<file path="config.mk">
export PLATFORM = sky130hd
export DESIGN_NAME = cfg_afu_reset_seq
export DESIGN_NICKNAME = d
export VERILOG_FILES = /design/src/rtl/cfg_afu_reset_seq_pkg.sv /design/src/rtl/cfg_afu_reset_seq_timer.sv /design/src/rtl/cfg_afu_reset_seq.sv
export SDC_FILE = /design/constraint.sdc
export NUM_CORES = 1
export LEC_CHECK = 0
export ABC_AREA = 1
export BUFFER_PORTS_ARGS = -buffer_cell sky130_fd_sc_hd__buf_2
export CORE_MARGIN = 3
export CORE_UTILIZATION = 60
export DETAILED_ROUTE_END_ITERATION = 8
export PLACE_DENSITY = 0.79
export SKIP_CTS_REPAIR_TIMING = 1
export SYNTH_ARGS = -nofsm -noshare
export SYNTH_HDL_FRONTEND = slang
export SYNTH_HIERARCHICAL = 1
export SYNTH_SLANG_ARGS = --single-unit
</file>
<file path="constraint.sdc">
create_clock -name clock -period 2.5 [get_ports clock]
set_input_delay 0.25 -clock clock [delete_from_list [all_inputs] [get_ports clock]]
set_output_delay 0.25 -clock clock [all_outputs]
set_load 0.005 [all_outputs]
</file>
<file path="src/rtl/cfg_afu_reset_seq_pkg.sv">
// Shared definitions for the AFU reset sequencer: state encoding and the
// default hold-shift / quiesce-timeout constants.
package cfg_afu_reset_seq_pkg;

  typedef enum logic [2:0] {
    ST_IDLE,
    ST_FENCE,
    ST_QUIESCE,
    ST_HOLD,
    ST_RELEASE,
    ST_DONE
  } cfg_rst_state_t;

  localparam int unsigned CFG_DUR_SHIFT_DEFAULT       = 4;
  localparam int unsigned CFG_QUIESCE_TIMEOUT_DEFAULT = 4096;

endpackage

</file>
<file path="src/rtl/cfg_afu_reset_seq_timer.sv">
// cfg_reset_timer: loadable down-counter with a zero flag.
// Ports:
//   i_clk, i_rst      clock, asynchronous active-high reset
//   i_load, i_load_val load the counter (takes priority over decrement)
//   i_dec             decrement by one, saturating at zero
//   o_zero            counter currently equals zero
module cfg_reset_timer #(
  parameter int unsigned WIDTH = 8
) (
  input  logic             i_clk,
  input  logic             i_rst,
  input  logic             i_load,
  input  logic [WIDTH-1:0] i_load_val,
  input  logic             i_dec,
  output logic             o_zero
);

  logic [WIDTH-1:0] r_count;

  always_ff @(posedge i_clk or posedge i_rst) begin
    if (i_rst) begin
      r_count <= '0;
    end else if (i_load) begin
      r_count <= i_load_val;
    end else if (i_dec && (r_count != '0)) begin
      r_count <= r_count - WIDTH'(1);
    end
  end

  assign o_zero = (r_count == '0);

endmodule

</file>
<file path="src/rtl/cfg_afu_reset_seq.sv">
// cfg_afu_reset_seq: fences, quiesces, resets and releases the AFU in
// response to function-level or AFU-control reset requests.
// Ports:
//   clock, reset          sole clock, asynchronous active-high reset
//   func_reset_req        pulse: function-level reset write
//   afu_reset_req         pulse: AFU-control reset write
//   reset_duration        hold length selector, sampled at sequence start
//   afu_quiesced          level: AFU has nothing outstanding
//   timeout_clr           pulse: clears timeout_err
//   afu_fence, afu_reset  registered controls to the AFU
//   func_reset_done       completion pulse for served function requests
//   afu_reset_done        completion pulse for served AFU requests
//   busy                  sequence in progress
//   timeout_err           sticky quiesce timeout flag
module cfg_afu_reset_seq
  import cfg_afu_reset_seq_pkg::*;
#(
  parameter int unsigned DUR_SHIFT       = CFG_DUR_SHIFT_DEFAULT,
  parameter int unsigned QUIESCE_TIMEOUT = CFG_QUIESCE_TIMEOUT_DEFAULT
) (
  input  logic       clock,
  input  logic       reset,
  input  logic       func_reset_req,
  input  logic       afu_reset_req,
  input  logic [7:0] reset_duration,
  input  logic       afu_quiesced,
  input  logic       timeout_clr,
  output logic       afu_fence,
  output logic       afu_reset,
  output logic       func_reset_done,
  output logic       afu_reset_done,
  output logic       busy,
  output logic       timeout_err
);

  // Hold counter covers (255+1)<<DUR_SHIFT - 1 without wrapping.
  localparam int unsigned HW = 9 + DUR_SHIFT;
  localparam int unsigned QW = $clog2(QUIESCE_TIMEOUT + 1);

  cfg_rst_state_t r_state, w_state_nxt;

  logic          r_pend_func, r_pend_afu;
  logic          r_serve_func, r_serve_afu;
  logic [7:0]    r_dur;
  logic          r_fence, r_afu_rst, r_func_done, r_afu_done, r_busy, r_timeout;

  logic          w_snap, w_timeout_set;
  logic          w_q_load, w_q_dec, w_q_zero;
  logic          w_h_load, w_h_dec, w_h_zero;
  logic [HW-1:0] w_h_val, w_hold_len, w_hold_load;

  assign w_hold_len  = HW'(r_dur) + HW'(1);
  assign w_hold_load = (w_hold_len << DUR_SHIFT) - HW'(1);

  // Quiesce timer runs QUIESCE_TIMEOUT cycles; the hold timer is reused for
  // the two RELEASE cycles since the two phases never overlap.
  cfg_reset_timer #(.WIDTH(QW)) u_quiesce_timer (
    .i_clk      (clock),
    .i_rst      (reset),
    .i_load     (w_q_load),
    .i_load_val (QW'(QUIESCE_TIMEOUT - 1)),
    .i_dec      (w_q_dec),
    .o_zero     (w_q_zero)
  );

  cfg_reset_timer #(.WIDTH(HW)) u_hold_timer (
    .i_clk      (clock),
    .i_rst      (reset),
    .i_load     (w_h_load),
    .i_load_val (w_h_val),
    .i_dec      (w_h_dec),
    .o_zero     (w_h_zero)
  );

  always_comb begin
    w_state_nxt   = r_state;
    w_snap        = 1'b0;
    w_timeout_set = 1'b0;
    w_q_load      = 1'b0;
    w_q_dec       = 1'b0;
    w_h_load      = 1'b0;
    w_h_dec       = 1'b0;
    w_h_val       = w_hold_load;
    unique case (r_state)
      ST_IDLE: begin
        if (r_pend_func || r_pend_afu) begin
          w_state_nxt = ST_FENCE;
          w_snap      = 1'b1;
        end
      end
      ST_FENCE: begin
        w_state_nxt = ST_QUIESCE;
        w_q_load    = 1'b1;
      end
      ST_QUIESCE: begin
        if (afu_quiesced) begin
          w_state_nxt = ST_HOLD;
          w_h_load    = 1'b1;
        end else if (w_q_zero) begin
          w_state_nxt   = ST_HOLD;
          w_h_load      = 1'b1;
          w_timeout_set = 1'b1;
        end else begin
          w_q_dec = 1'b1;
        end
      end
      ST_HOLD: begin
        if (w_h_zero) begin
          w_state_nxt = ST_RELEASE;
          w_h_load    = 1'b1;
          w_h_val     = HW'(1);
        end else begin
          w_h_dec = 1'b1;
        end
      end
      ST_RELEASE: begin
        if (w_h_zero) begin
          w_state_nxt = ST_DONE;
        end else begin
          w_h_dec = 1'b1;
        end
      end
      ST_DONE: begin
        w_state_nxt = ST_IDLE;
      end
      default: begin
        w_state_nxt = ST_IDLE;
      end
    endcase
  end

  // Outputs are decoded from the next state so they line up with the state
  // they describe while staying registered.
  always_ff @(posedge clock or posedge reset) begin
    if (reset) begin
      r_state      <= ST_IDLE;
      r_pend_func  <= 1'b0;
      r_pend_afu   <= 1'b0;
      r_serve_func <= 1'b0;
      r_serve_afu  <= 1'b0;
      r_dur        <= '0;
      r_fence      <= 1'b0;
      r_afu_rst    <= 1'b0;
      r_func_done  <= 1'b0;
      r_afu_done   <= 1'b0;
      r_busy       <= 1'b0;
      r_timeout    <= 1'b0;
    end else begin
      r_state     <= w_state_nxt;
      r_pend_func <= (r_pend_func & ~w_snap) | func_reset_req;
      r_pend_afu  <= (r_pend_afu  & ~w_snap) | afu_reset_req;
      if (w_snap) begin
        r_serve_func <= r_pend_func;
        r_serve_afu  <= r_pend_afu;
        r_dur        <= reset_duration;
      end
      r_fence     <= (w_state_nxt inside {ST_FENCE, ST_QUIESCE, ST_HOLD, ST_RELEASE});
      r_afu_rst   <= (w_state_nxt == ST_HOLD);
      r_func_done <= (w_state_nxt == ST_DONE) && r_serve_func;
      r_afu_done  <= (w_state_nxt == ST_DONE) && r_serve_afu;
      r_busy      <= (w_state_nxt != ST_IDLE);
      if (w_timeout_set) begin
        r_timeout <= 1'b1;
      end else if (timeout_clr) begin
        r_timeout <= 1'b0;
      end
    end
  end

  assign afu_fence       = r_fence;
  assign afu_reset       = r_afu_rst;
  assign func_reset_done = r_func_done;
  assign afu_reset_done  = r_afu_done;
  assign busy            = r_busy;
  assign timeout_err     = r_timeout;

endmodule

</file>
==> results.yml, run 1 <==
detailed_routing:
  vias_per_cell: 5.12
  dr.pass1.iters: 4
  via_count: 2803
  wire_per_inst_um: 11.9
  drtIter0Drc: 273
  wl_um: 6520
  ant_nets: 0
  drc: 0
sta:
  setup_viol: 0
  hold_viol_final: 18
  fmax_ghz: 0.443
  post-route-period-util_pct: 90.3
  slew_headroom_pct: 51.6
  rsz0062_at_grt: "no"
  hold_ws_ps: -9.39
  tightest_slew_ps: 725
  fin_setup_tns_ps: 0
  period_needed_ps: 2260
  skew_ps: 9.39
  fin_ws_ps: 243
  final_max_slew_viol_count: 0
critical_path:
  reg2reg_to: "u_hold_timer/r_count[10]"
  critPathCaptureType: "flop"
  arrival_ps: 2460
  path_common_cell: "nand2_1"
  crit_type: "reg2reg"
  crit_fanout: 18
  r2r_slack_ps: 240
  worst_r2r_startpoint: "u_hold_timer/r_count[4]"
  crit_chain: "nor2_2, nand2_1, nor3_4, nand3_1, nor2_1, inv_2, nand2_1, inv_2, or2_2, nand3_1, nand2_1"
  slowest_delay_ps: 430
  crit_buf_inv: 2
  rr_worst_depth: 11
  cp_slowest_cell: "dfrtp_1"
  crit_required_ps: 2700
  crit_family: "simple AND/OR/NAND/NOR gates"
  start_kind: "flop"
finish:
  layout-drive-gt1-share_pct: 14.2
  area_growth_pct: 10.1
  num-nets-final: 499
  stdcell_count: 547
  diodes: 0
clock_network:
  cts_sinks: 47
  clockBufferDepth: 2
  htreeDepth: 2
  clock_latency_ps: 310
  clk_pin_slew_ps: 100
  cts_buffers: 5
  cts_tree: "built"
  cts_root_buf: "clkbuf_8"
place:
  place_congestion: 0.910
  port_buffers: 19
  dpl.hpwl_um: 4870
  dp_cells: 539
  dp_slack_ps: 87.6
power_and_ir_drop:
  ir_drop_mv: 0.524
  leakage_nw: 1.80
  power_density_nw_per_um2: 1030
synthesis:
  synth-seq-cells: 47
  yosysTopAreaCell: "dfrtp_1"
  netlist_top_cells_count: "nand2_1 (125), nand3_1 (67), dfrtp_1 (47)"
  synth.most_common_cell: "nand2_1"
  synth_area_per_cell_sq_um: 6.96
  synthArstFlopShare_pct: 100
  synth_edf_count: 0
  ys_seq_area_share_pct: 38.0
  syn_inst: 445
  ys_types: 32
  yosys_warnings: 6
  syn-cell-area_sq_um: 3100
  synth_ff_type: "dfrtp_1"
  synth_top_cell_area_share_pct: 38.0
  synth_top_cells_by_area: "dfrtp_1 (38%), nand2_1 (15%), nand3_1 (11%)"
floorplanning:
  dieArea_sq_um: 6060
  initial_core_util_pct: 63.9
  die_h_um: 77.9
  die_w_um: 77.9
  rows: 25
  core_area_sq_um: 4850
  ios: 20
run:
  cap_violations: 0
outcome:
  status: "finished, violations left"
  violations: "hold timing"
global_route:
  grt_pass1_wl_um: 11900
  grt_pass1_vias: 2737
  gr-usage-all-layers_pct: 24.0
  antenna_found_initial: 0
  grt_max_degree: 22
  grt_overflow: 0
hold_path:
  hp-class: "in2async"
-- per-layer routing --
layer	global-route usage [%]	vias up	wire length, um
met4	6.05	0	48
li1	-	1469	-
met5	0	-	0
met3	4.06	6	276
met1	32.5	1272	3100
met2	39.7	56	3090
-- layout by cell type, fill, tap and decap left out --
cell type    n
a21boi_1     1
or2_2        6
nor3_1       5
nand4_1      3
dfrtp_1     47
o21ai_1      4
ha_1         6
o21bai_2     1
or2_1        1
nand3b_1     4
inv_2        7
or2_4        1
conb_1      14
nor2_2       4
inv_8        1
o32ai_1      1
nor2_4       6
nand3_2      1
nand3_1     67
inv_6        2
nor3_4       1
and2_1       1
nand2_1    125
nand2_2      9
xor2_1      10
nand2_4      2
nor2_1      43
inv_1       44
o21bai_1     2
o21ai_0     27
a21oi_1      7
buf_4        3
buf_2       19
clkbuf_8     5
-- stage by stage --
stage | hold slack [ps] | area (sq um) | total power [W] | utilization [%]
final | -9.39 | 3410 | 0.00351 | 70.3
after global placement | 345 | 3300 | 0.00292 | 68.1
after global routing | 20.8 | 3410 | 0.00388 | 70.3
after floorplan | 127 | 3140 | 0.00262 | -
after detailed placement | 339 | 3300 | 0.00297 | 68.1
after CTS | 0.360 | 3400 | 0.00349 | 70.1
-- worst max path at each step --
stage	from	to	cells past startpoint
2_1_floorplan	u_hold_timer/r_count[4]	u_hold_timer/r_count[4]	11
3_3_place_gp	u_hold_timer/r_count[6]	u_hold_timer/r_count[8]	11
3_5_place_dp	u_hold_timer/r_count[6]	u_hold_timer/r_count[8]	11
4_1_cts	u_hold_timer/r_count[4]	u_hold_timer/r_count[10]	11
5_1_grt	u_hold_timer/r_count[4]	u_hold_timer/r_count[10]	11
6_report	u_hold_timer/r_count[4]	u_hold_timer/r_count[10]	11
-- cell families after synthesis --
group | synth area share (%)
compound gates | 7.51
xor+xnor | 2.83
fa+ha+maj | 2.42
buf+inv | 7.55
flops | 38.0
other cells | 0.242
simple gates | 41.5
-- power breakdown --
group	internal [W]	total (W)	leakage, nW	switching, W
combinational	0.000664	0.00177	1.21	0.00111
sequential	0.000985	0.00123	0.539	0.000241
clock	0.000212	0.000506	0.0511	0.000294
-- worst register-to-register path, stage by stage, from the launching register on --
cell,delay [ps]
dfrtp_1,430
nor2_2,160
nand2_1,170
nor3_4,270
nand3_1,130
nor2_1,180
inv_2,120
nand2_1,120
inv_2,140
or2_2,300
nand3_1,80
nand2_1,50
-- state kept, by name, summed over array words and instances (netlist names), 3 cells and up --
signal / cells
u_quiesce_timer/r_count: 13
r_state: 3
u_hold_timer/r_count: 13
r_dur: 8
-- cell type report --
type	instances	area, sq um
clock buffers	5	68.8
inverters	51	191
multi-input cells	352	1740
fillers	407	1440
well taps	67	83.8
flip-flops and latches	47	1180
repair buffers	22	118
clock inverters	3	28.8
Power figures use the tool's default switching activity.
==> run 2: changes to the inputs <==
--- a/config.mk
+++ b/config.mk
@@ -5,12 +5,11 @@
 export SDC_FILE = /design/constraint.sdc
 export NUM_CORES = 1
 export LEC_CHECK = 0
-export ABC_AREA = 1
 export BUFFER_PORTS_ARGS = -buffer_cell sky130_fd_sc_hd__buf_2
 export CORE_MARGIN = 3
-export CORE_UTILIZATION = 60
+export CORE_UTILIZATION = 30
 export DETAILED_ROUTE_END_ITERATION = 8
-export PLACE_DENSITY = 0.79
+export MAX_ROUTING_LAYER = met4
 export SKIP_CTS_REPAIR_TIMING = 1
 export SYNTH_ARGS = -nofsm -noshare
 export SYNTH_HDL_FRONTEND = slang
==> results.yml, run 2 <==
outcome:
  status: "finished, violations left"
  violations: "hold timing"
place:
  dp_cells: 495
  dpl.hpwl_um: 5050
  place_congestion: 0.842
  place_area_sq_um: 3620
  port_buffers: 19
synthesis:
  synth_top_cell_area_share_pct: 38.7
  ys_types: 58
  yosys_warnings: 6
  synth.most_common_cell: "dfrtp_1"
  synth-seq-cells: 47
  syn-cell-area_sq_um: 3040
  synthSimpleGateAreaFrac_pct: 25.8
  yosysTopAreaCell: "dfrtp_1"
  synth_fa_ha_area_share_pct: 2.47
  synth_edf_count: 0
  ys_seq_area_share_pct: 38.7
  syn_inst: 309
  synthMuxAreaShare_pct: 6.09
  synth-compound-area-share_pct: 18.2
  synth_ff_type: "dfrtp_1"
  netlist_top_cells_count: "dfrtp_1 (47), a21oi_1 (28), nand2_1 (22)"
  synth_top_cells_by_area: "dfrtp_1 (39%), a21oi_1 (4.6%), mux2_2 (4.4%)"
  synthXorXnorAreaFrac_pct: 4.61
  synthArstFlopShare_pct: 100
  synth_area_per_cell_sq_um: 9.84
  synth_top_family_by_area: "simple AND/OR/NAND/NOR gates"
critical_path:
  cp_slowest_cell: "or4b_4"
  crit_fanout: 5
  start_kind: "flop"
  crit_family: "simple AND/OR/NAND/NOR gates"
  crit_chain: "inv_2, ha_4, nor3b_4, nand4b_4, inv_4, nor4_4, or4b_4, a211oi_4, a21oi_1, o31a_1"
  crit_buf_inv: 2
  arrival_ps: 2680
  slowest_delay_ps: 550
  critPathCaptureType: "flop"
  crit_type: "reg2reg"
  crit_required_ps: 2700
finish:
  num-nets-final: 397
  largestRegisters: "u_hold_timer/r_count x13, u_quiesce_timer/r_count x13, r_dur x8"
  area_growth_pct: 25.3
  final_common_cell: "dfrtp_1"
  fin_area_sq_um: 3810
  diodes: 0
  layout-drive-gt1-share_pct: 32.8
  stdcell_count: 511
  layout_common_cells: "dfrtp_1 (47), buf_4 (40), a21oi_1 (27), nand2_1 (22), buf_2 (19)"
sta:
  slew_headroom_pct: 43.4
  fmax_ghz: 0.402
  tightest_slew_ps: 849
  setup_viol: 0
  hold_viol_final: 10
  hold_ws_ps: -5.77
  period_needed_ps: 2490
  final_max_slew_viol_count: 0
  post-route-period-util_pct: 99.4
  rsz0062_at_grt: "yes"
  skew_ps: 8.26
clock_network:
  clockBufferDepth: 2
  cts_buffers: 5
  cts_tree: "built"
  clock_latency_ps: 310
  clk_pin_slew_ps: 100
  cts_root_buf: "clkbuf_8"
  cts_sinks: 47
  htreeDepth: 2
power_and_ir_drop:
  leakage_nw: 1.66
  power.total_w: 0.00274
  power_density_nw_per_um2: 720
  ir_drop_mv: 0.397
floorplanning:
  rows: 36
  ios: 20
  initial_core_util_pct: 31.0
  dieArea_sq_um: 11400
  die_h_um: 107
  die_w_um: 107
  core_area_sq_um: 9820
detailed_routing:
  via_count: 2472
  dr.pass1.iters: 4
  wl_um: 6680
  vias_per_cell: 4.84
  drtIter0Drc: 47
  ant_nets: 0
  wire_per_inst_um: 13.1
  drc: 0
global_route:
  antenna_found_initial: 0
  grt_pass1_wl_um: 11600
  grt_overflow: 0
  grt_pass1_vias: 2479
  gr-usage-all-layers_pct: 12.7
  grt_max_degree: 28
run:
  cap_violations: 0
hold_path:
  hp-class: "in2async"
==> run 2: worst register-to-register path, delay by kind of cell, from the launching register on <==
family / cells / cell delay (ps)
AND/OR/NAND/NOR: 4 / 1110
adder cells (fa/ha/maj): 1 / 160
AO/OA/AOI/OAI: 3 / 600
flip-flops: 1 / 390
buffers and inverters: 2 / 120
==> run 2: layout make-up <==
cell class                      count  area (sq um)
Tap cell                          133           166
Timing Repair Buffer               60           415
Multi-Input combinational cell    246          1880
Fill cell                        1003          6010
Sequential cell                    47          1180
Clock buffer                        5          68.8
Inverter                           17          73.8
Clock inverter                      3          23.8
==> run 2: metal layers <==
layer / up-vias / wire length [um] / GRT usage, %
met2: 21 / 3440 / 21.8
met4: 0 / 64 / 3.29
li1: 1253 / - / -
met3: 6 / 123 / 2.35
met1: 1192 / 3050 / 15.5
met5: - / 0 / -
==> run 2: worst paths after layout <==
| check | start | cells after the start | slack, ps | endpoint |
|---|---|---|---|---|
| worst min-delay path | reset | 2 | -6 | u_hold_timer/r_count[5] |
| max in group asynchronous | reset | 2 | 1840 | r_dur[5] |
| worst min register to register | r_serve_afu | 1 | 520 | r_serve_afu |
| worst max register to register | u_quiesce_timer/r_count[0] | 10 | 10 | u_quiesce_timer/r_count[11] |
| min in group clock | afu_reset_req | 2 | 120 | r_pend_afu |
| worst max-delay path | u_quiesce_timer/r_count[0] | 10 | 10 | u_quiesce_timer/r_count[11] |
==> run 2: through the flow <==
step | setup slack (ps) | util, % | hold slack, ps | TNS, ps
2_1_floorplan | -27.5 | - | 127 | -50.5
3_3_place_gp | 75.8 | 36.9 | 353 | 0
3_5_place_dp | 15.7 | 36.9 | 351 | 0
4_1_cts | -3.10 | 37.8 | 15.0 | -3.10
5_1_grt | -73.1 | 38.8 | 33.2 | -94.4
6_report | 14.9 | 38.8 | -5.77 | 0
==> run 2: kinds of logic after synthesis <==
| family | count (synthesis) |
|---|---|
| buffers and inverters | 28 |
| xor gates and xnor gates | 16 |
| muxes | 17 |
| adders and majority gates | 6 |
| other | 2 |
| and+or+nand+nor | 118 |
| DFF | 47 |
| AOI/OAI and AO/OA | 75 |
==> run 2: power breakdown <==
group	total [W]	switching, W	internal (W)
registers	0.00116	0.000221	0.000937
logic	0.00110	0.000503	0.000600
clock network	0.000484	0.000283	0.000201
total	0.00274	0.00101	0.00174
